`src/rtl/ucsbece154b_mem_arbiter_if.sv`:
```
// Shared-memory arbiter bus: icache refill port, data port, memory port and perf counters.
// The slave modport is the arbiter's view; master is the clients-plus-memory view.
interface ucsbece154b_mem_arbiter_if #(
  parameter int unsigned ADDR_WIDTH = 32,
  parameter int unsigned DATA_WIDTH = 32
);
  logic                  IMemReadRequest;
  logic [ADDR_WIDTH-1:0] IMemReadAddress;
  logic [DATA_WIDTH-1:0] IMemDataIn;
  logic                  IMemDataReady;

  logic                  DMemRequest;
  logic                  DMemWrite;
  logic [ADDR_WIDTH-1:0] DMemAddress;
  logic [DATA_WIDTH-1:0] DMemWriteData;
  logic [DATA_WIDTH-1:0] DMemReadData;
  logic                  DMemDone;

  logic                  MemReadRequest;
  logic                  MemWriteRequest;
  logic [ADDR_WIDTH-1:0] MemAddress;
  logic [DATA_WIDTH-1:0] MemWriteData;
  logic [DATA_WIDTH-1:0] MemDataIn;
  logic                  MemDataReady;

  logic [1:0]            Grant;
  logic [31:0]           IGrantCount;
  logic [31:0]           DGrantCount;
  logic [31:0]           ConflictCount;

  modport slave (
    input  IMemReadRequest, IMemReadAddress,
    output IMemDataIn, IMemDataReady,
    input  DMemRequest, DMemWrite, DMemAddress, DMemWriteData,
    output DMemReadData, DMemDone,
    output MemReadRequest, MemWriteRequest, MemAddress, MemWriteData,
    input  MemDataIn, MemDataReady,
    output Grant, IGrantCount, DGrantCount, ConflictCount
  );

  modport master (
    output IMemReadRequest, IMemReadAddress,
    input  IMemDataIn, IMemDataReady,
    output DMemRequest, DMemWrite, DMemAddress, DMemWriteData,
    input  DMemReadData, DMemDone,
    input  MemReadRequest, MemWriteRequest, MemAddress, MemWriteData,
    output MemDataIn, MemDataReady,
    input  Grant, IGrantCount, DGrantCount, ConflictCount
  );
endinterface

```
`src/rtl/ucsbece154b_mem_arbiter.sv`:
```
// Round-robin arbiter serialising icache burst refills and single-word data accesses
// onto one memory bus, with grant/conflict performance counters.
module ucsbece154b_mem_arbiter #(
  parameter int unsigned ADDR_WIDTH  = 32,
  parameter int unsigned DATA_WIDTH  = 32,
  parameter int unsigned BLOCK_WORDS = 4
) (
  input logic clk,
  input logic reset,
  ucsbece154b_mem_arbiter_if.slave bus
);

  localparam int unsigned CNT_W = (BLOCK_WORDS > 1) ? $clog2(BLOCK_WORDS) : 1;
  localparam int unsigned OFF_W = CNT_W + 2;
  localparam logic [ADDR_WIDTH-1:0] ALIGN_MASK = ~ADDR_WIDTH'((64'd1 << OFF_W) - 64'd1);
  localparam logic [CNT_W-1:0] LAST_WORD = CNT_W'(BLOCK_WORDS - 1);

  typedef enum logic [1:0] {
    S_IDLE    = 2'd0,
    S_I_BURST = 2'd1,
    S_D_READ  = 2'd2,
    S_D_WRITE = 2'd3
  } state_t;

  state_t                r_state;
  state_t                w_next;
  logic [CNT_W-1:0]      r_word_cnt;
  logic                  r_last_d;
  logic                  r_mem_rd;
  logic                  r_mem_wr;
  logic [ADDR_WIDTH-1:0] r_addr;
  logic [DATA_WIDTH-1:0] r_wdata;
  logic [31:0]           r_igrant;
  logic [31:0]           r_dgrant;
  logic [31:0]           r_conflict;

  logic                  w_grant_i;
  logic                  w_grant_d;
  logic                  w_conflict;
  logic                  w_last_word;
  logic [DATA_WIDTH-1:0] w_imem_data;
  logic                  w_imem_rdy;
  logic [DATA_WIDTH-1:0] w_dmem_data;
  logic                  w_dmem_done;
  logic [1:0]            w_grant;

  assign w_last_word = bus.MemDataReady && (r_word_cnt == LAST_WORD);

  // State register
  always_ff @(posedge clk) begin
    if (!reset) r_state <= S_IDLE;
    else        r_state <= w_next;
  end

  // Next state and arbitration; on a tie the requester not served last wins
  always_comb begin
    w_next     = r_state;
    w_grant_i  = 1'b0;
    w_grant_d  = 1'b0;
    w_conflict = 1'b0;
    case (r_state)
      S_IDLE: begin
        if (bus.IMemReadRequest && bus.DMemRequest) begin
          w_conflict = 1'b1;
          w_grant_i  = r_last_d;
          w_grant_d  = !r_last_d;
        end else begin
          w_grant_i = bus.IMemReadRequest;
          w_grant_d = bus.DMemRequest;
        end
        if (w_grant_i)      w_next = S_I_BURST;
        else if (w_grant_d) w_next = bus.DMemWrite ? S_D_WRITE : S_D_READ;
      end
      S_I_BURST: if (w_last_word)      w_next = S_IDLE;
      S_D_READ:  if (bus.MemDataReady) w_next = S_IDLE;
      S_D_WRITE: if (bus.MemDataReady) w_next = S_IDLE;
      default:   w_next = S_IDLE;
    endcase
  end

  // Response steering: only the owner of the bus sees memory data and pulses
  always_comb begin
    w_imem_data = '0;
    w_imem_rdy  = 1'b0;
    w_dmem_data = '0;
    w_dmem_done = 1'b0;
    w_grant     = 2'b00;
    case (r_state)
      S_I_BURST: begin
        w_grant     = 2'b01;
        w_imem_data = bus.MemDataIn;
        w_imem_rdy  = bus.MemDataReady;
      end
      S_D_READ: begin
        w_grant     = 2'b10;
        w_dmem_data = bus.MemDataIn;
        w_dmem_done = bus.MemDataReady;
      end
      S_D_WRITE: begin
        w_grant     = 2'b10;
        w_dmem_done = bus.MemDataReady;
      end
      default: ;
    endcase
  end

  // Transaction latches, memory request flags, burst word counter and perf counters
  always_ff @(posedge clk) begin
    if (!reset) begin
      r_word_cnt <= '0;
      r_last_d   <= 1'b1;
      r_mem_rd   <= 1'b0;
      r_mem_wr   <= 1'b0;
      r_addr     <= '0;
      r_wdata    <= '0;
      r_igrant   <= '0;
      r_dgrant   <= '0;
      r_conflict <= '0;
    end else begin
      r_mem_rd <= (w_next == S_I_BURST) || (w_next == S_D_READ);
      r_mem_wr <= (w_next == S_D_WRITE);
      if (w_grant_i) begin
        r_addr   <= bus.IMemReadAddress & ALIGN_MASK;
        r_last_d <= 1'b0;
        r_igrant <= r_igrant + 32'd1;
      end
      if (w_grant_d) begin
        r_addr   <= bus.DMemAddress;
        r_wdata  <= bus.DMemWriteData;
        r_last_d <= 1'b1;
        r_dgrant <= r_dgrant + 32'd1;
      end
      if (w_conflict) r_conflict <= r_conflict + 32'd1;
      if ((r_state == S_I_BURST) && bus.MemDataReady)
        r_word_cnt <= w_last_word ? '0 : r_word_cnt + CNT_W'(1);
    end
  end

  assign bus.IMemDataIn      = w_imem_data;
  assign bus.IMemDataReady   = w_imem_rdy;
  assign bus.DMemReadData    = w_dmem_data;
  assign bus.DMemDone        = w_dmem_done;
  assign bus.MemReadRequest  = r_mem_rd;
  assign bus.MemWriteRequest = r_mem_wr;
  assign bus.MemAddress      = r_addr;
  assign bus.MemWriteData    = r_wdata;
  assign bus.Grant           = w_grant;
  assign bus.IGrantCount     = r_igrant;
  assign bus.DGrantCount     = r_dgrant;
  assign bus.ConflictCount   = r_conflict;

endmodule

```
`src/flat_wrapper.sv`:
```
// flat-port wrapper written by rule: the top's interface ports become plain ports
module ucsbece154b_mem_arbiter_flat 
#(
  parameter int unsigned ADDR_WIDTH  = 32,
  parameter int unsigned DATA_WIDTH  = 32,
  parameter int unsigned BLOCK_WORDS = 4
)
  (clk, reset, bus_IMemReadRequest, bus_IMemReadAddress, bus_IMemDataIn, bus_IMemDataReady, bus_DMemRequest, bus_DMemWrite, bus_DMemAddress, bus_DMemWriteData, bus_DMemReadData, bus_DMemDone, bus_MemReadRequest, bus_MemWriteRequest, bus_MemAddress, bus_MemWriteData, bus_MemDataIn, bus_MemDataReady, bus_Grant, bus_IGrantCount, bus_DGrantCount, bus_ConflictCount);
  ucsbece154b_mem_arbiter_if #(.ADDR_WIDTH(ADDR_WIDTH), .DATA_WIDTH(DATA_WIDTH)) bus_i ();
  input logic clk;
  input logic reset;
  input wire logic [$bits(bus_i.IMemReadRequest)-1:0] bus_IMemReadRequest;
  input wire logic [$bits(bus_i.IMemReadAddress)-1:0] bus_IMemReadAddress;
  output wire logic [$bits(bus_i.IMemDataIn)-1:0] bus_IMemDataIn;
  output wire logic [$bits(bus_i.IMemDataReady)-1:0] bus_IMemDataReady;
  input wire logic [$bits(bus_i.DMemRequest)-1:0] bus_DMemRequest;
  input wire logic [$bits(bus_i.DMemWrite)-1:0] bus_DMemWrite;
  input wire logic [$bits(bus_i.DMemAddress)-1:0] bus_DMemAddress;
  input wire logic [$bits(bus_i.DMemWriteData)-1:0] bus_DMemWriteData;
  output wire logic [$bits(bus_i.DMemReadData)-1:0] bus_DMemReadData;
  output wire logic [$bits(bus_i.DMemDone)-1:0] bus_DMemDone;
  output wire logic [$bits(bus_i.MemReadRequest)-1:0] bus_MemReadRequest;
  output wire logic [$bits(bus_i.MemWriteRequest)-1:0] bus_MemWriteRequest;
  output wire logic [$bits(bus_i.MemAddress)-1:0] bus_MemAddress;
  output wire logic [$bits(bus_i.MemWriteData)-1:0] bus_MemWriteData;
  input wire logic [$bits(bus_i.MemDataIn)-1:0] bus_MemDataIn;
  input wire logic [$bits(bus_i.MemDataReady)-1:0] bus_MemDataReady;
  output wire logic [$bits(bus_i.Grant)-1:0] bus_Grant;
  output wire logic [$bits(bus_i.IGrantCount)-1:0] bus_IGrantCount;
  output wire logic [$bits(bus_i.DGrantCount)-1:0] bus_DGrantCount;
  output wire logic [$bits(bus_i.ConflictCount)-1:0] bus_ConflictCount;
  assign bus_i.IMemReadRequest = bus_IMemReadRequest;
  assign bus_i.IMemReadAddress = bus_IMemReadAddress;
  assign bus_IMemDataIn = bus_i.IMemDataIn;
  assign bus_IMemDataReady = bus_i.IMemDataReady;
  assign bus_i.DMemRequest = bus_DMemRequest;
  assign bus_i.DMemWrite = bus_DMemWrite;
  assign bus_i.DMemAddress = bus_DMemAddress;
  assign bus_i.DMemWriteData = bus_DMemWriteData;
  assign bus_DMemReadData = bus_i.DMemReadData;
  assign bus_DMemDone = bus_i.DMemDone;
  assign bus_MemReadRequest = bus_i.MemReadRequest;
  assign bus_MemWriteRequest = bus_i.MemWriteRequest;
  assign bus_MemAddress = bus_i.MemAddress;
  assign bus_MemWriteData = bus_i.MemWriteData;
  assign bus_i.MemDataIn = bus_MemDataIn;
  assign bus_i.MemDataReady = bus_MemDataReady;
  assign bus_Grant = bus_i.Grant;
  assign bus_IGrantCount = bus_i.IGrantCount;
  assign bus_DGrantCount = bus_i.DGrantCount;
  assign bus_ConflictCount = bus_i.ConflictCount;
  ucsbece154b_mem_arbiter #(.ADDR_WIDTH(ADDR_WIDTH), .DATA_WIDTH(DATA_WIDTH), .BLOCK_WORDS(BLOCK_WORDS)) u_core (.clk(clk), .reset(reset), .bus(bus_i));
endmodule
```
`config.mk`:
```
export PLATFORM = sky130hd
export DESIGN_NAME = ucsbece154b_mem_arbiter_flat
export DESIGN_NICKNAME = d
export VERILOG_FILES = /design/src/rtl/ucsbece154b_mem_arbiter_if.sv /design/src/rtl/ucsbece154b_mem_arbiter.sv /design/src/flat_wrapper.sv
export SDC_FILE = /design/constraint.sdc
export NUM_CORES = 1
export LEC_CHECK = 0
export ABC_AREA = 0
export BUFFER_PORTS_ARGS = -buffer_cell sky130_fd_sc_hd__buf_2
export CAP_MARGIN = 20
export CORE_AREA = 2 2 143 145
export CTS_CLUSTER_DIAMETER = 150
export DETAILED_ROUTE_END_ITERATION = 8
export DIE_AREA = 0 0 145 147
export GPL_TIMING_DRIVEN = 0
export HOLD_SLACK_MARGIN = 0.06
export PLACE_DENSITY = 0.79
export SLEW_MARGIN = 25
export SYNTH_ARGS = -nofsm -noshare
export SYNTH_HDL_FRONTEND = slang
export SYNTH_SLANG_ARGS = --single-unit
```
`constraint.sdc`:
```
create_clock -name clk -period 3.5 [get_ports clk]
set_input_delay 0.175 -clock clk [delete_from_list [all_inputs] [get_ports clk]]
set_output_delay 0.175 -clock clk [all_outputs]
set_load 0.05 [all_outputs]
```
==> impl_metrics.prom <==
# TYPE chip_impl_metric gauge
chip_impl_metric{name="via_count",unit=""} 9606
chip_impl_info{name="worstPathCellList",value="clkbuf_1, nor2_1, o21a_1, buf_2, clkbuf_1, nor2_1, a311oi_1, dlygate4sd3_1"} 1
chip_impl_info{name="rsz_0062_raised_after_global_routing",value="no"} 1
chip_impl_metric{name="number_of_global_route_vias_before_repair",unit=""} 8964
chip_impl_metric{name="setup_slack",unit="ns"} 0.642
chip_impl_info{name="worstReg2RegStart",value="u_core.r_state[0]"} 1
chip_impl_metric{name="worst_slew_margin_rel",unit="%"} 51.9
chip_impl_metric{name="fin_setup_tns",unit="ns"} 0
chip_impl_metric{name="max_stage_delay",unit="ns"} 0.63
chip_impl_info{name="r2r-end",value="u_core.bus.MemAddress[15]"} 1
chip_impl_metric{name="clkLatencyLatePin",unit="ns"} 0.44
chip_impl_metric{name="reg2reg_depth",unit=""} 8
chip_impl_metric{name="register_area",unit="sq um"} 3340
chip_impl_info{name="worst_hold_check_path_type",value="input port to register"} 1
chip_impl_metric{name="clock_tree_buffer_depth",unit=""} 2
chip_impl_metric{name="chipWidth",unit="um"} 145
chip_impl_metric{name="timing.critical_path.required",unit="ns"} 3.87
chip_impl_metric{name="min_period",unit="ns"} 2.86
chip_impl_info{name="synth_flop_cell",value="sky130_fd_sc_hd__dfxtp_1"} 1
chip_impl_info{name="mostFrequentLayoutCells",value="sky130_fd_sc_hd__buf_2 (370), sky130_fd_sc_hd__dfxtp_1 (167), sky130_fd_sc_hd__nand2_1 (164), sky130_fd_sc_hd__a21oi_1 (100), sky130_fd_sc_hd__dlygate4sd3_1 (91)"} 1
chip_impl_metric{name="dpl_worst_slack",unit="ns"} 1.01
chip_impl_metric{name="ctsHtreeMaxLevel",unit=""} 4
chip_impl_info{name="crit_path_end_kind",value="register"} 1
chip_impl_info{name="tritoncts",value="built"} 1
chip_impl_metric{name="synthToLayoutAreaGrowth",unit="%"} 47.1
chip_impl_metric{name="drt-total-wl",unit="mm"} 31.6
chip_impl_metric{name="syn-mean-instance-area",unit="sq um"} 8.07
chip_impl_metric{name="ys.warnings.count",unit=""} 0
chip_impl_metric{name="dp_hpwl",unit="mm"} 23.1
chip_impl_metric{name="synth_edf_count",unit=""} 0
chip_impl_metric{name="viasPerCell",unit=""} 5.56
chip_impl_metric{name="cts.sinks",unit=""} 167
chip_impl_metric{name="design.final.nets",unit=""} 1578
chip_impl_metric{name="detail_route.wl_per_cell",unit="um"} 18.3
chip_impl_info{name="synth_top_cell_by_area",value="sky130_fd_sc_hd__dfxtp_1"} 1
chip_impl_metric{name="gp_congestion",unit=""} 0.940
chip_impl_metric{name="postSynthNetCount",unit=""} 1110
chip_impl_info{name="netlist_top_cells_area",value="sky130_fd_sc_hd__dfxtp_1 (43%), sky130_fd_sc_hd__nand2_1 (7.9%), sky130_fd_sc_hd__a21oi_1 (6.4%)"} 1
chip_impl_metric{name="fp-row-count",unit=""} 52
chip_impl_info{name="ctsRootBufferMaster",value="sky130_fd_sc_hd__clkbuf_16"} 1
chip_impl_metric{name="worst_ir_drop_vdd",unit="uV"} 329
chip_impl_metric{name="io_buffers",unit=""} 358
chip_impl_metric{name="ios",unit=""} 364
chip_impl_metric{name="finalMaxSlewViolations",unit=""} 0
chip_impl_metric{name="critical_path_data_arrival_time",unit="ns"} 3.23
chip_impl_info{name="worst_setup_path_startpoint",value="u_core.r_state[0]"} 1
chip_impl_metric{name="utilization_of_the_core_after_routing",unit="%"} 58.1
chip_impl_metric{name="tightest_slew",unit="ns"} 0.722
chip_impl_metric{name="drive_gt1_share",unit="%"} 28.7
chip_impl_metric{name="yosysUniqueCellTypes",unit=""} 44
chip_impl_metric{name="ys_seq_area_share",unit="%"} 42.7
chip_impl_info{name="outcome",value="finished clean"} 1
chip_impl_info{name="critical-path-slowest-cell",value="sky130_fd_sc_hd__dlygate4sd3_1"} 1
chip_impl_metric{name="max_cap_violations",unit=""} 0
chip_impl_metric{name="synth-seq-cells",unit=""} 167
chip_impl_metric{name="synth_cells",unit=""} 971
chip_impl_metric{name="final_min_period_over_clock_period",unit="%"} 81.7
chip_impl_metric{name="netlist.area_leader.share",unit="%"} 42.7
chip_impl_metric{name="p_per_area",unit="nW/um^2"} 468
chip_impl_metric{name="async_reset_ff_share",unit="%"} 0
chip_impl_info{name="critical_path.startpoint_type",value="register"} 1
chip_impl_metric{name="grt_first_pass_wirelength",unit="mm"} 48.2
chip_impl_info{name="endpoint",value="u_core.bus.MemAddress[15]"} 1
chip_impl_metric{name="cts.clk_slew.worst_paths",unit="ns"} 0.07
chip_impl_metric{name="antenna_found_initial",unit=""} 7
chip_impl_metric{name="cellLeakagePower",unit="uW"} 0.00524
chip_impl_metric{name="worst_clock_skew",unit="ns"} 0.0165
chip_impl_metric{name="final_hold_viol_count",unit=""} 0
chip_impl_metric{name="cts_buffers",unit=""} 17
chip_impl_metric{name="routedLengthMet1",unit="mm"} 12.4
chip_impl_metric{name="finalSetupViolCount",unit=""} 0
chip_impl_metric{name="starting_density",unit="%"} 39.5
chip_impl_metric{name="core_region_area",unit="sq um"} 19800
chip_impl_metric{name="r2r_setup_slack",unit="ns"} 0.64
chip_impl_metric{name="drc",unit=""} 0
chip_impl_metric{name="floorplan.die_area",unit="sq um"} 21300
chip_impl_metric{name="iter_0_drt_violations",unit=""} 633
chip_impl_metric{name="met2WireLength",unit="mm"} 15.4
chip_impl_metric{name="detail-route-antenna-nets",unit=""} 0
chip_impl_metric{name="gr-total-overflow",unit=""} 0
chip_impl_metric{name="synthesis.area",unit="sq um"} 7830
chip_impl_metric{name="route.met3.wl",unit="mm"} 2.12
chip_impl_info{name="crit_path_class",value="register to register"} 1
chip_impl_metric{name="drt_pass1_iterations",unit=""} 5
chip_impl_metric{name="multiInputGateArea",unit="sq um"} 4130
chip_impl_metric{name="layout.filler_cells",unit=""} 1780
chip_impl_metric{name="groute.usage.overall",unit="%"} 28.4
chip_impl_metric{name="dieHeight",unit="um"} 147
chip_impl_metric{name="grt_max_degree",unit=""} 18
chip_impl_metric{name="cts_setup_buffers",unit=""} 0
chip_impl_metric{name="fmaxAchievable",unit="GHz"} 0.350
chip_impl_metric{name="timing.critical_path.fanout_max",unit=""} 10
chip_impl_info{name="dr.max_layer_used",value="met4"} 1
chip_impl_info{name="layout_commonest_cell",value="sky130_fd_sc_hd__buf_2"} 1
-- registers in the layout, summed over array words and instances (netlist names) --
signal	flops
u_core.bus.MemWriteData	32
u_core.r_last_d	1
u_core.bus.IGrantCount	32
u_core.r_state	2
u_core.bus.MemReadRequest	1
u_core.r_word_cnt	2
u_core.bus.ConflictCount	32
u_core.bus.MemAddress	32
u_core.bus.MemWriteRequest	1
u_core.bus.DGrantCount	32
-- cells by family after synthesis --
| logic type | share of synthesized area [%] |
|---|---|
| buffers and inverters | 4.65 |
| flip-flops | 42.7 |
| adder cells (fa/ha/maj) | 0.799 |
| multiplexers | 0.894 |
| AND/OR/NAND/NOR | 32.0 |
| XOR/XNOR | 2.46 |
| AO/OA/AOI/OAI | 16.5 |
-- how the worst min path moves through the flow --
stage / startpoint / depth (start not counted) / slack (ns) / endpoint
floorplan: bus_DMemWriteData[0] / 2 / 0.31 / u_core.bus.MemWriteData[0]
global placement: bus_DMemWriteData[5] / 3 / 0.42 / u_core.bus.MemWriteData[5]
detailed placement: bus_DMemWriteData[15] / 3 / 0.42 / u_core.bus.MemWriteData[15]
CTS: bus_DMemAddress[16] / 3 / 0.07 / u_core.bus.MemAddress[16]
global route: bus_DMemAddress[16] / 3 / 0.10 / u_core.bus.MemAddress[16]
finish: bus_IMemReadRequest / 3 / 0.09 / u_core.bus.ConflictCount[1]
-- cell usage after synthesis, types with 3 or more instances --
| master | count |
|---|---|
| sky130_fd_sc_hd__buf_4 | 3 |
| sky130_fd_sc_hd__or4_1 | 44 |
| sky130_fd_sc_hd__and4_1 | 18 |
| sky130_fd_sc_hd__nand2b_1 | 9 |
| sky130_fd_sc_hd__nand3_1 | 32 |
| sky130_fd_sc_hd__o31ai_1 | 44 |
| sky130_fd_sc_hd__a21oi_1 | 100 |
| sky130_fd_sc_hd__nand4_1 | 29 |
| sky130_fd_sc_hd__a22oi_1 | 4 |
| sky130_fd_sc_hd__inv_1 | 14 |
| sky130_fd_sc_hd__o21a_1 | 3 |
| sky130_fd_sc_hd__mux2i_1 | 7 |
| sky130_fd_sc_hd__a311oi_1 | 28 |
| sky130_fd_sc_hd__buf_2 | 12 |
| sky130_fd_sc_hd__nand2_1 | 164 |
| sky130_fd_sc_hd__o21ai_0 | 22 |
| sky130_fd_sc_hd__and3_1 | 69 |
| sky130_fd_sc_hd__dfxtp_1 | 167 |
| sky130_fd_sc_hd__xor2_1 | 18 |
| sky130_fd_sc_hd__ha_1 | 5 |
| sky130_fd_sc_hd__clkbuf_1 | 59 |
| sky130_fd_sc_hd__nor4_1 | 9 |
| sky130_fd_sc_hd__nor2_1 | 58 |
| sky130_fd_sc_hd__and2_1 | 10 |
| sky130_fd_sc_hd__xnor2_1 | 4 |
| sky130_fd_sc_hd__or3_1 | 19 |
-- area by class of cell --
| cell class | instances | share of cell area, % |
|---|---|---|
| Sequential cell | 167 | 29.0 |
| Inverter | 15 | 0.489 |
| Tap cell | 270 | 2.93 |
| Timing Repair Buffer | 449 | 23.5 |
| Clock inverter | 15 | 1.80 |
| Multi-Input combinational cell | 714 | 35.8 |
| Clock buffer | 17 | 3.69 |
| Buffer | 75 | 2.67 |
| Antenna cell | 7 | 0.152 |
-- per-layer routing --
layer / up-vias / track usage, %
met3: 119 / 5.78
met5: - / 0
met4: 0 / 15.3
met1: 4523 / 33.9
met2: 464 / 48.4
li1: 4500 / -
-- timing repair --
action | in CTS | in global routing
resized for setup | 0 | 0
hold buffers | 91 | 0
hold endpoints to repair | 65 | 0
-- through the flow --
step / instance area [sq um] / hold WS (ns) / instances / total power, uW
finish: 11500 / 0.0940 / 1729 / 5390
global route: 11500 / 0.101 / 1728 / 5550
CTS: 11500 / 0.0750 / 1722 / 5370
detailed placement: 9960 / 0.422 / 1599 / 3230
global placement: 9960 / 0.417 / 1599 / 3220
floorplan: 7830 / 0.311 / 971 / 2880
-- where the power goes --
part	internal [uW]	total (uW)	switching, uW
Clock	1160	2050	891
Sequential	1990	2050	57.7
Combinational	381	1290	914
-- worst max-delay path, delay by kind of cell (launching register included) --
| kind | cells | cell delay (ns) |
|---|---|---|
| AOI/OAI and AO/OA | 2 | 0.48 |
| buffers and inverters | 4 | 1.65 |
| DFF | 1 | 0.37 |
| and+or+nand+nor | 2 | 0.28 |
No activity file was read; power rests on OpenSTA's default activity.
